**config.mk**
```make
export PLATFORM = sky130hd
export DESIGN_NAME = rsh_seq
export DESIGN_NICKNAME = d
export VERILOG_FILES = /design/src/rtl/rsh_pkg.sv /design/src/rtl/rsh_stage.sv /design/src/rtl/rsh_seq.sv
export SDC_FILE = /design/constraint.sdc
export NUM_CORES = 1
export LEC_CHECK = 0
export BUFFER_PORTS_ARGS = -buffer_cell sky130_fd_sc_hd__buf_2
export CAP_MARGIN = 15
export CORE_ASPECT_RATIO = 1.1
export CORE_MARGIN = 5
export CORE_UTILIZATION = 40
export CTS_CLUSTER_DIAMETER = 100
export DETAILED_ROUTE_END_ITERATION = 10
export GPL_ROUTABILITY_DRIVEN = 0
export GPL_TIMING_DRIVEN = 0
export SYNTH_ARGS = -nofsm -noshare
export SYNTH_HDL_FRONTEND = slang
export SYNTH_SLANG_ARGS = --single-unit
```
**constraint.sdc**
```tcl
create_clock -name clk -period 4 [get_ports clk]
set_input_delay 0.6 -clock clk [delete_from_list [all_inputs] [get_ports clk]]
set_output_delay 0.6 -clock clk [all_outputs]
set_load 0.02 [all_outputs]
```
**src/rtl/rsh_pkg.sv**
```systemverilog
// rsh_pkg: shared types and constants for the iterative right shifter.
// Holds the FSM state encoding and the fixed datapath/stage sizes.
package rsh_pkg;

  localparam int DATA_W  = 32;
  localparam int SHAMT_W = 5;
  localparam int NUM_STG = 5;

  typedef enum logic [1:0] {
    IDLE  = 2'd0,
    SHIFT = 2'd1,
    DONE  = 2'd2
  } state_t;

endpackage

```
**src/rtl/rsh_stage.sv**
```systemverilog
// rsh_stage: one log2 right-shift stage, shift = 16 >> stg, with fill.
// Ports: val/stg/en/fill in, res out (val passed through when en=0).
module rsh_stage
  import rsh_pkg::*;
(
  input  logic [DATA_W-1:0] val,
  input  logic [2:0]        stg,
  input  logic              en,
  input  logic              fill,
  output logic [DATA_W-1:0] res
);

  logic [DATA_W-1:0] shifted;

  always_comb begin
    shifted = val;
    unique case (stg)
      3'd0:    shifted = {{16{fill}}, val[31:16]};
      3'd1:    shifted = {{8{fill}},  val[31:8]};
      3'd2:    shifted = {{4{fill}},  val[31:4]};
      3'd3:    shifted = {{2{fill}},  val[31:2]};
      3'd4:    shifted = {fill,       val[31:1]};
      default: shifted = val;
    endcase
    res = en ? shifted : val;
  end

endmodule

```
**src/rtl/rsh_seq.sv**
```systemverilog
// rsh_seq: iterative 32-bit right shifter (SRL/SRA), one stage per cycle.
// Ports: clk, rst, in_valid/in_ready/a/shamt/arith, out_valid/out_ready/res.
module rsh_seq
  import rsh_pkg::*;
(
  input  logic              clk,
  input  logic              rst,
  input  logic              in_valid,
  output logic              in_ready,
  input  logic [DATA_W-1:0] a,
  input  logic [DATA_W-1:0] shamt,
  input  logic              arith,
  output logic              out_valid,
  input  logic              out_ready,
  output logic [DATA_W-1:0] res
);

  state_t             state;
  logic [DATA_W-1:0]  acc;
  logic [SHAMT_W-1:0] amt;
  logic               fill;
  logic [2:0]         stg;

  logic [DATA_W-1:0]  stage_res;
  logic [SHAMT_W-1:0] sel;
  logic               en;
  logic               accept;

  // Only the low shift-amount bits matter.
  logic unused_shamt;
  assign unused_shamt = ^shamt[DATA_W-1:SHAMT_W];

  // Stage stg consumes amt bit (4 - stg): MSB first.
  assign sel = 5'b10000 >> stg;
  assign en  = |(amt & sel);

  assign in_ready = (state == IDLE) ||
                    (state == DONE && out_ready);
  assign accept   = in_valid && in_ready;
  assign res      = acc;

  rsh_stage u_stage (
    .val  (acc),
    .stg  (stg),
    .en   (en),
    .fill (fill),
    .res  (stage_res)
  );

  always_ff @(posedge clk) begin
    if (rst) begin
      state     <= IDLE;
      acc       <= '0;
      amt       <= '0;
      fill      <= 1'b0;
      stg       <= '0;
      out_valid <= 1'b0;
    end else begin
      unique case (state)
        IDLE: begin
          if (accept) begin
            acc   <= a;
            amt   <= shamt[SHAMT_W-1:0];
            fill  <= arith & a[DATA_W-1];
            stg   <= '0;
            state <= SHIFT;
          end
        end
        SHIFT: begin
          acc <= stage_res;
          stg <= stg + 3'd1;
          if (stg == 3'(NUM_STG - 1)) begin
            state     <= DONE;
            out_valid <= 1'b1;
          end
        end
        DONE: begin
          if (out_ready) begin
            out_valid <= 1'b0;
            if (in_valid) begin
              acc   <= a;
              amt   <= shamt[SHAMT_W-1:0];
              fill  <= arith & a[DATA_W-1];
              stg   <= '0;
              state <= SHIFT;
            end else begin
              state <= IDLE;
            end
          end
        end
        default: state <= IDLE;
      endcase
    end
  end

endmodule

```
==> impl_results.md, run 1 <==
* Worst setup SP type: register
* Synth warn at 0
* Cell Pwr Density at 363 nW/um^2
* Cells after Synth at 406
* First-pass GRT wire length at 20,300 microns
* TritonRoute pass-1 iters at 5
* Rel. slew slack at 39.3%
* Clock Tree Root: clkbuf_8
* CTS Hold Bufs at 0
* Die Wd at 98.4 microns
* Residual DRC count at 0
* CTS H-tree depth at 2
* Fin crit period at 2.90 ns
* Number of port buffers at 74
* DR vias at 3,878
* Max-slew violation count at 0
* Initial Util at 40.9%
* Status: finished clean
* Post-Syn Area at 3440 sq um
* Non-filler cells, final at 600
* TritonCTS Sinks at 44
* Total GRT Usage at 23.8%
* Worst Reg-to-Reg Cells at 10
* Crit. End Element: register
* Detail Route Antenna Nets at 0
* Hold Path Depth at 2
* Comb pwr share at 36.5%
* Share of layout cells above drive strength 1 at 26.2%
* Netlist cell types at 56
* Clk buf depth at 2
* Final setup fails at 0
* Largest net degree at the start of global routing at 15
* Layout Nets at 561
* Highest clock rate at 0.345 GHz
* Met3 wire len at 998 microns
* Worst-Margin Slew at 0.904 ns
* Die span in y at 107 microns
* Layout fillers at 878
* Seq. cell area at 881 sq um
* TritonCTS clock tree: yes
* Hold WC Path Type: register to register
* Max_cap viols at 0
* Syn Area/Cell at 8.47 sq um
* Final Hold Fails at 0
* Final WS setup at 1.10 ns
* Num ports at 103
* Vias per cell at 6.46
* Switching share of total power at 40.7%
* Wire per inst at 21.6 microns
* Seq/Total Area, Yosys at 25.6%
* Int Pwr at 0.875 mW
* Critical Path AT at 3.12 ns
* Core footprint at 8410 sq um
* Clock latency on the worst-skew pair at 0.31 ns
* Crit path kind: register to register
* Placed insts at 591
* Final core utilization at 48.3%
* Worst Skew at 0.00785 ns
* CP Max Fanout at 10
* RSZ-0062 raised after global routing: false
* HPWL Detailed at 9520 microns
* Worst vdd ir at 0.156 mV
* Grt total ovfl at 0
* Psw at 0.601 mW
* Clock power share at 24.4%
* Leak at 1.49 nW
* Area of the multi-input gates at 2240 sq um
* Setup TNS at 0 ns
* Row cnt at 35
* WHS at 0.468 ns
* Clock-pin transition on the worst setup and hold timing paths at 0.10 ns
* Syn Nets at 480
* Reg power frac at 39.1%
* P&R area growth vs syn at 18.1%
* #FFs+latches synth at 44
* Pre-CTS setup slack at 1.19 ns
* Final period utilization at 72.4%
* Vias in the first global route at 3,899
* Post-cts resize count at 0
* DR iter-0 viols at 335
* Worst EP required at 4.22 ns
* Die area at 10,600 sq um
* Post-CTS Setup Bufs at 0
* Antenna violations before repair at 0
* Max layer used: met4
* Met1 WL at 5570 microns
* Final wirelength at 12,900 microns
* CTS Buf Count at 5
* Routed length on met2 at 5830 microns
## kinds of logic after synthesis
kind of cell,Yosys count,synth area share (%)
flops,44,25.6
compound gates,198,49.2
simple gates,78,11.9
buf+inv,73,9.20
fa+ha+maj,5,1.82
mux,8,2.36
## area by class of cell
class / count / share of cell area [%]
Buffer: 49 / 5.57
Timing Repair Buffer: 74 / 9.11
Multi-Input combinational cell: 289 / 55.2
Clock buffer: 5 / 1.69
Inverter: 24 / 2.22
Sequential cell: 44 / 21.7
Tap cell: 111 / 3.42
Clock inverter: 3 / 1.05
Antenna cell: 1 / 0.0616
## cells in the final DEF, fill, tap and decap left out, types with 6 or more instances in the layout
| cell type | synthesis | layout |
|---|---|---|
| a221oi_1 | 30 | 30 |
| a221oi_2 | 18 | 18 |
| nor2_1 | 21 | 21 |
| o21ai_0 | 18 | 18 |
| buf_2 | 13 | 87 |
| a22oi_1 | 24 | 24 |
| clkbuf_1 | 29 | 29 |
| o21bai_1 | 19 | 19 |
| mux2i_1 | 7 | 7 |
| nor2b_1 | 6 | 6 |
| nand2_1 | 26 | 26 |
| inv_1 | 24 | 24 |
| o211ai_1 | 14 | 14 |
| o221ai_1 | 25 | 25 |
| a32oi_1 | 8 | 8 |
| a21oi_1 | 17 | 17 |
| dfxtp_1 | 44 | 44 |
## path summary, 6_finish.rpt
kind	from	to	slack, ns
worst max register to register	stg[2]	res[1]	1.10
worst min-delay path	res[0]	res[0]	0.47
worst max-delay path	stg[2]	res[1]	1.10
worst min register to register	res[0]	res[0]	0.47
## state kept, by name, summed over array words and instances, names as in the netlist
signal and count:
res 32, fill 1, state 2, amt 5, out_valid 1, stg 3
## worst max-delay path, stage by stage (launching register included)
cell and delay (ns):
dfxtp_1 0.38, buf_6 0.15, clkbuf_1 0.34, inv_1 0.16
ha_1 0.22, clkbuf_1 0.18, nor4b_2 0.39, a221o_1 0.33
buf_2 0.27, a221oi_1 0.09, a221oi_2 0.29
## layer usage
layer | GRT usage (%) | vias to the layer above
li1 | - | 1785
met1 | 31.1 | 1842
met2 | 37.5 | 207
met3 | 4.67 | 44
met4 | 11.6 | 0
met5 | 0 | -
## cell usage after synthesis, drive strengths merged
cell type	number	area, sq um
ha	5	62.6
o221ai	25	219
a22o	2	17.5
a21o	1	7.51
or3	3	18.8
clkbuf	29	109
o311ai	4	35.0
a31oi	1	6.26
nand4	1	12.5
nor3	1	5.00
buf	20	118
o21ai	19	106
a221o	2	20.0
a31o	2	17.5
or4b	1	10.0
mux2	1	11.3
dfxtp	44	881
o2111ai	1	8.76
a221oi	49	559
a211o	1	8.76
or2	2	12.5
o22a	1	8.76
and3b	1	8.76
and4	1	8.76
and2	1	6.26
nand3	4	20.0
a22oi	25	201
o211a	2	20.0
nor4b	1	15.0
nor2	21	78.8
a211oi	1	7.51
a21oi	18	93.8
inv	24	90.1
nand2	26	97.6
nor2b	6	37.5
nor4	1	12.5
a2bb2oi	2	17.5
o21bai	20	161
nand2b	3	26.3
nand3b	4	30.0
mux2i	7	70.1
nor3b	1	7.51
a32oi	8	70.1
o211ai	14	105
## through the flow
step	cell area (sq um)	power [mW]
after global routing	4060	1.54
after global placement	3950	1.11
after floorplan	3440	0.924
after detailed placement	3950	1.11
after CTS	4060	1.47
final	4060	1.48
## power groups by stage
stage	logic [mW]	registers [mW]	clock network [mW]
final	0.538	0.577	0.360
after global routing	0.577	0.581	0.381
after detailed placement	0.530	0.582	0
after global placement	0.523	0.582	0
after floorplan	0.319	0.605	0
after CTS	0.532	0.572	0.362
No activity file was read; power rests on OpenSTA's default activity.
==> run 2: changes to the inputs <==
--- a/config.mk
+++ b/config.mk
@@ -5,6 +5,7 @@
 export SDC_FILE = /design/constraint.sdc
 export NUM_CORES = 1
 export LEC_CHECK = 0
+export ABC_AREA = 1
 export BUFFER_PORTS_ARGS = -buffer_cell sky130_fd_sc_hd__buf_2
 export CAP_MARGIN = 15
 export CORE_ASPECT_RATIO = 1.1
@@ -14,6 +15,7 @@
 export DETAILED_ROUTE_END_ITERATION = 10
 export GPL_ROUTABILITY_DRIVEN = 0
 export GPL_TIMING_DRIVEN = 0
+export PLACE_DENSITY = 0.67
 export SYNTH_ARGS = -nofsm -noshare
 export SYNTH_HDL_FRONTEND = slang
 export SYNTH_SLANG_ARGS = --single-unit
==> constraint.sdc (replaced) <==
create_clock -name clk -period 2.6 [get_ports clk]
set_input_delay 0.39 -clock clk [delete_from_list [all_inputs] [get_ports clk]]
set_output_delay 0.39 -clock clk [all_outputs]
set_load 0.02 [all_outputs]
==> run 2 against run 1 <==
Against the previous run:
- non-clock buffer count decreased by 13
- combinational power up 26%
- die area down 3.6%
- power up 34%
- area after synthesis is 4.0% lower
- final area is 4.1% lower
- clock skew about the same
- global-route usage decreased by 2.4 points
- critical path depth grew 5
==> impl_results.md, run 2 <==
* DR vias at 4,032 (+4.0%)
* Worst Reg-to-Reg Cells at 15 (+5)
* Worst EP required at 2.80 ns (-1.42 ns)
* Residual DRC count at 0 (unchanged)
* Share of layout cells above drive strength 1 at 18.4% (-7.9 points)
* RSZ-0062 raised after global routing: false
* Status: finished clean
* #FFs+latches synth at 44 (unchanged)
* Layout fillers at 883 (+0.57%)
* Cells after Synth at 599 (+48%)
* Layout Nets at 755 (+35%)
* Hold WC Path Type: input pin to register
* Total GRT Usage at 21.4% (-2.4 points)
* Final core utilization at 48.7% (+0.38 points)
* Fin crit period at 2.21 ns (-0.682 ns)
* Crit. End Element: register
* Leading cell type by number of instances after synthesis: nand2_1
* Worst setup SP type: register
* Vias per cell at 5.11 (-21%)
* Critical Path AT at 2.41 ns (-0.71 ns)
* Final period utilization at 85.1% (+13 points)
* Max reg flops at 32 (unchanged)
* Netlist cell types at 24 (-57%)
* Max_cap viols at 0 (unchanged)
* Num ports at 103 (unchanged)
* Row cnt at 34 (-2.9%)
* Worst Skew at 0.00764 ns (-0.000212 ns)
* Synth warn at 0 (unchanged)
* Syn Area/Cell at 5.52 sq um (-35%)
* Max-slew violation count at 0 (unchanged)
* Worst-Margin Slew at 0.618 ns (-0.286 ns)
* Core footprint at 8000 sq um (-4.9%)
* Clock latency on the worst-skew pair at 0.30 ns (about the same)
* CP Max Fanout at 10 (unchanged)
* TritonRoute pass-1 iters at 4 (-1)
* Commonest cells after routing, fill and taps aside: nand2_1, nor2_1, buf_2
* Pre-CTS setup slack at 0.408 ns (-0.780 ns)
* Rel. slew slack at 58.8% (+20 points)
* CTS Hold Bufs at 0 (unchanged)
* Final wirelength at 11,000 microns (-15%)
* Die area at 10,200 sq um (-3.6%)
* Setup TNS at 0 ns (unchanged)
* Initial Util at 41.3% (+0.39 points)
* Clock Tree Root: clkbuf_8
* Area of the multi-input gates at 2110 sq um (-6.0%)
* Number of synthesized flops with an enable pin at 0 (unchanged)
* Ranking of synthesized cells by area: dfxtp_1, nand2_1, nor2_1
* Synth top cells by count: nand2_1, nor2_1, nand3_1
* Commonest non-fill, non-tap cell in the layout: nand2_1
* CTS Buf Count at 5 (unchanged)
* Number of port buffers at 75 (+1.4%)
* Wire per inst at 14.0 microns (-35%)
* Seq/Total Area, Yosys at 26.7% (+1.1 points)
* Highest clock rate at 0.452 GHz (+31%)
* Vias in the first global route at 3,791 (-2.8%)
* WHS at 0.347 ns (-0.121 ns)
* TritonCTS clock tree: yes
* Post-cts resize count at 0 (unchanged)
* Post-Syn Area at 3300 sq um (-4.0%)
* Die span in y at 105 microns (-1.8%)
* Worst vdd ir at 0.213 mV (+36%)
* Grt total ovfl at 0 (unchanged)
* P&R area growth vs syn at 17.9%
* Post-synth top area share at 26.7% (+1.1 points)
* Detail Route Antenna Nets at 0 (unchanged)
* Antenna violations before repair at 0 (unchanged)
* Final setup fails at 0 (unchanged)
* Cell Pwr Density at 509 nW/um^2 (+40%)
* Hold Path Depth at 3 (+1)
* Largest net degree at the start of global routing at 14 (-1)
* First-pass GRT wire length at 18,400 microns (-9.5%)
* Leak at 1.91 nW (+28%)
* Final Hold Fails at 0 (unchanged)
* Ys async rst share at 0% (unchanged)
* Final WS setup at 0.386 ns (-0.718 ns)
* Leading area contributor after synthesis: dfxtp_1
* HPWL Detailed at 8440 microns (-11%)
* Clock-pin transition on the worst setup and hold timing paths at 0.09 ns (about the same)
* Syn Nets at 673 (+40%)
* Crit path kind: register to register
* DR iter-0 viols at 235 (-30%)
* Synth Flop Type: dfxtp_1
* Die Wd at 96.7 microns (-1.8%)
* Clk buf depth at 2 (unchanged)
* ANT cells at 0 (-1)
* CTS H-tree depth at 2 (unchanged)
* Seq. cell area at 881 sq um (unchanged)
* TritonCTS Sinks at 44 (unchanged)
* Post-CTS Setup Bufs at 0 (unchanged)
==> run 2: cell count changes after synthesis, sizes merged, moves of 29 or more <==
| cell | change |
|---|---|
| a221oi | -49 |
| nand2 | +144 |
| nand3 | +44 |
| nor2 | +146 |
| o21ai | +29 |
==> run 2: power by group <==
part / internal (mW) / switching, mW
clock: 0.182 / 0.246
combinational: 0.243 / 0.435
sequential: 0.749 / 0.129
==> run 2: worst paths after layout <==
path	from	to	slack, ns
worst min register to register	out_valid	out_valid	0.47
worst max-delay path	stg[2]	res[8]	0.39
worst min-delay path	shamt[0]	amt[0]	0.35
worst max register to register	stg[2]	res[8]	0.39
==> run 2: per-stage QoR <==
step	area, sq um	std cells	power [mW]
5_1_grt	3900	789	2.12
2_1_floorplan	3300	599	1.32
3_5_place_dp	3810	782	1.57
4_1_cts	3900	789	1.99
3_3_place_gp	3810	782	1.55
6_report	3900	789	1.98
==> run 2: layer usage <==
layer / wire [microns] / up-vias / part of all wire, % / track usage, %
met5: 0 / - / 0 / 0
met4: 262 / 0 / 2.4 / 7.62
met3: 789 / 17 / 7.2 / 3.57
met2: 5190 / 180 / 47 / 35.6
met1: 4790 / 1790 / 43 / 28.1
li1: - / 2045 / - / -
==> run 2: layout make-up <==
cell class | count | area share, %
clock inverters | 2 | 0.321
multi-input cells | 484 | 54.1
flip-flops and latches | 44 | 22.6
plain buffers | 35 | 4.56
clock buffers | 5 | 1.77
inverters | 36 | 3.53
well taps | 108 | 3.47
repair buffers | 75 | 9.63
==> run 2: critical path: stages, from the launching register on <==
cell and delay (ns):
dfxtp_1 0.31, buf_4 0.16, inv_4 0.09, buf_2 0.20
ha_1 0.30, nand2_1 0.08, nand2_1 0.08, nor2_2 0.04
nand2_2 0.11, nand2_4 0.08, inv_2 0.09, buf_6 0.16
buf_6 0.15, nand2_1 0.05, nor2_1 0.14, nor2_1 0.05
==> run 2: cell families (layout without fill, tap and decap cells) <==
family / count (synthesis) / in the layout / synth area share [%]
flops: 44 / 44 / 26.7
buf+inv: 71 / 153 / 9.54
fa+ha+maj: 5 / 5 / 1.89
compound gates: 62 / 62 / 9.47
simple gates: 417 / 417 / 52.4
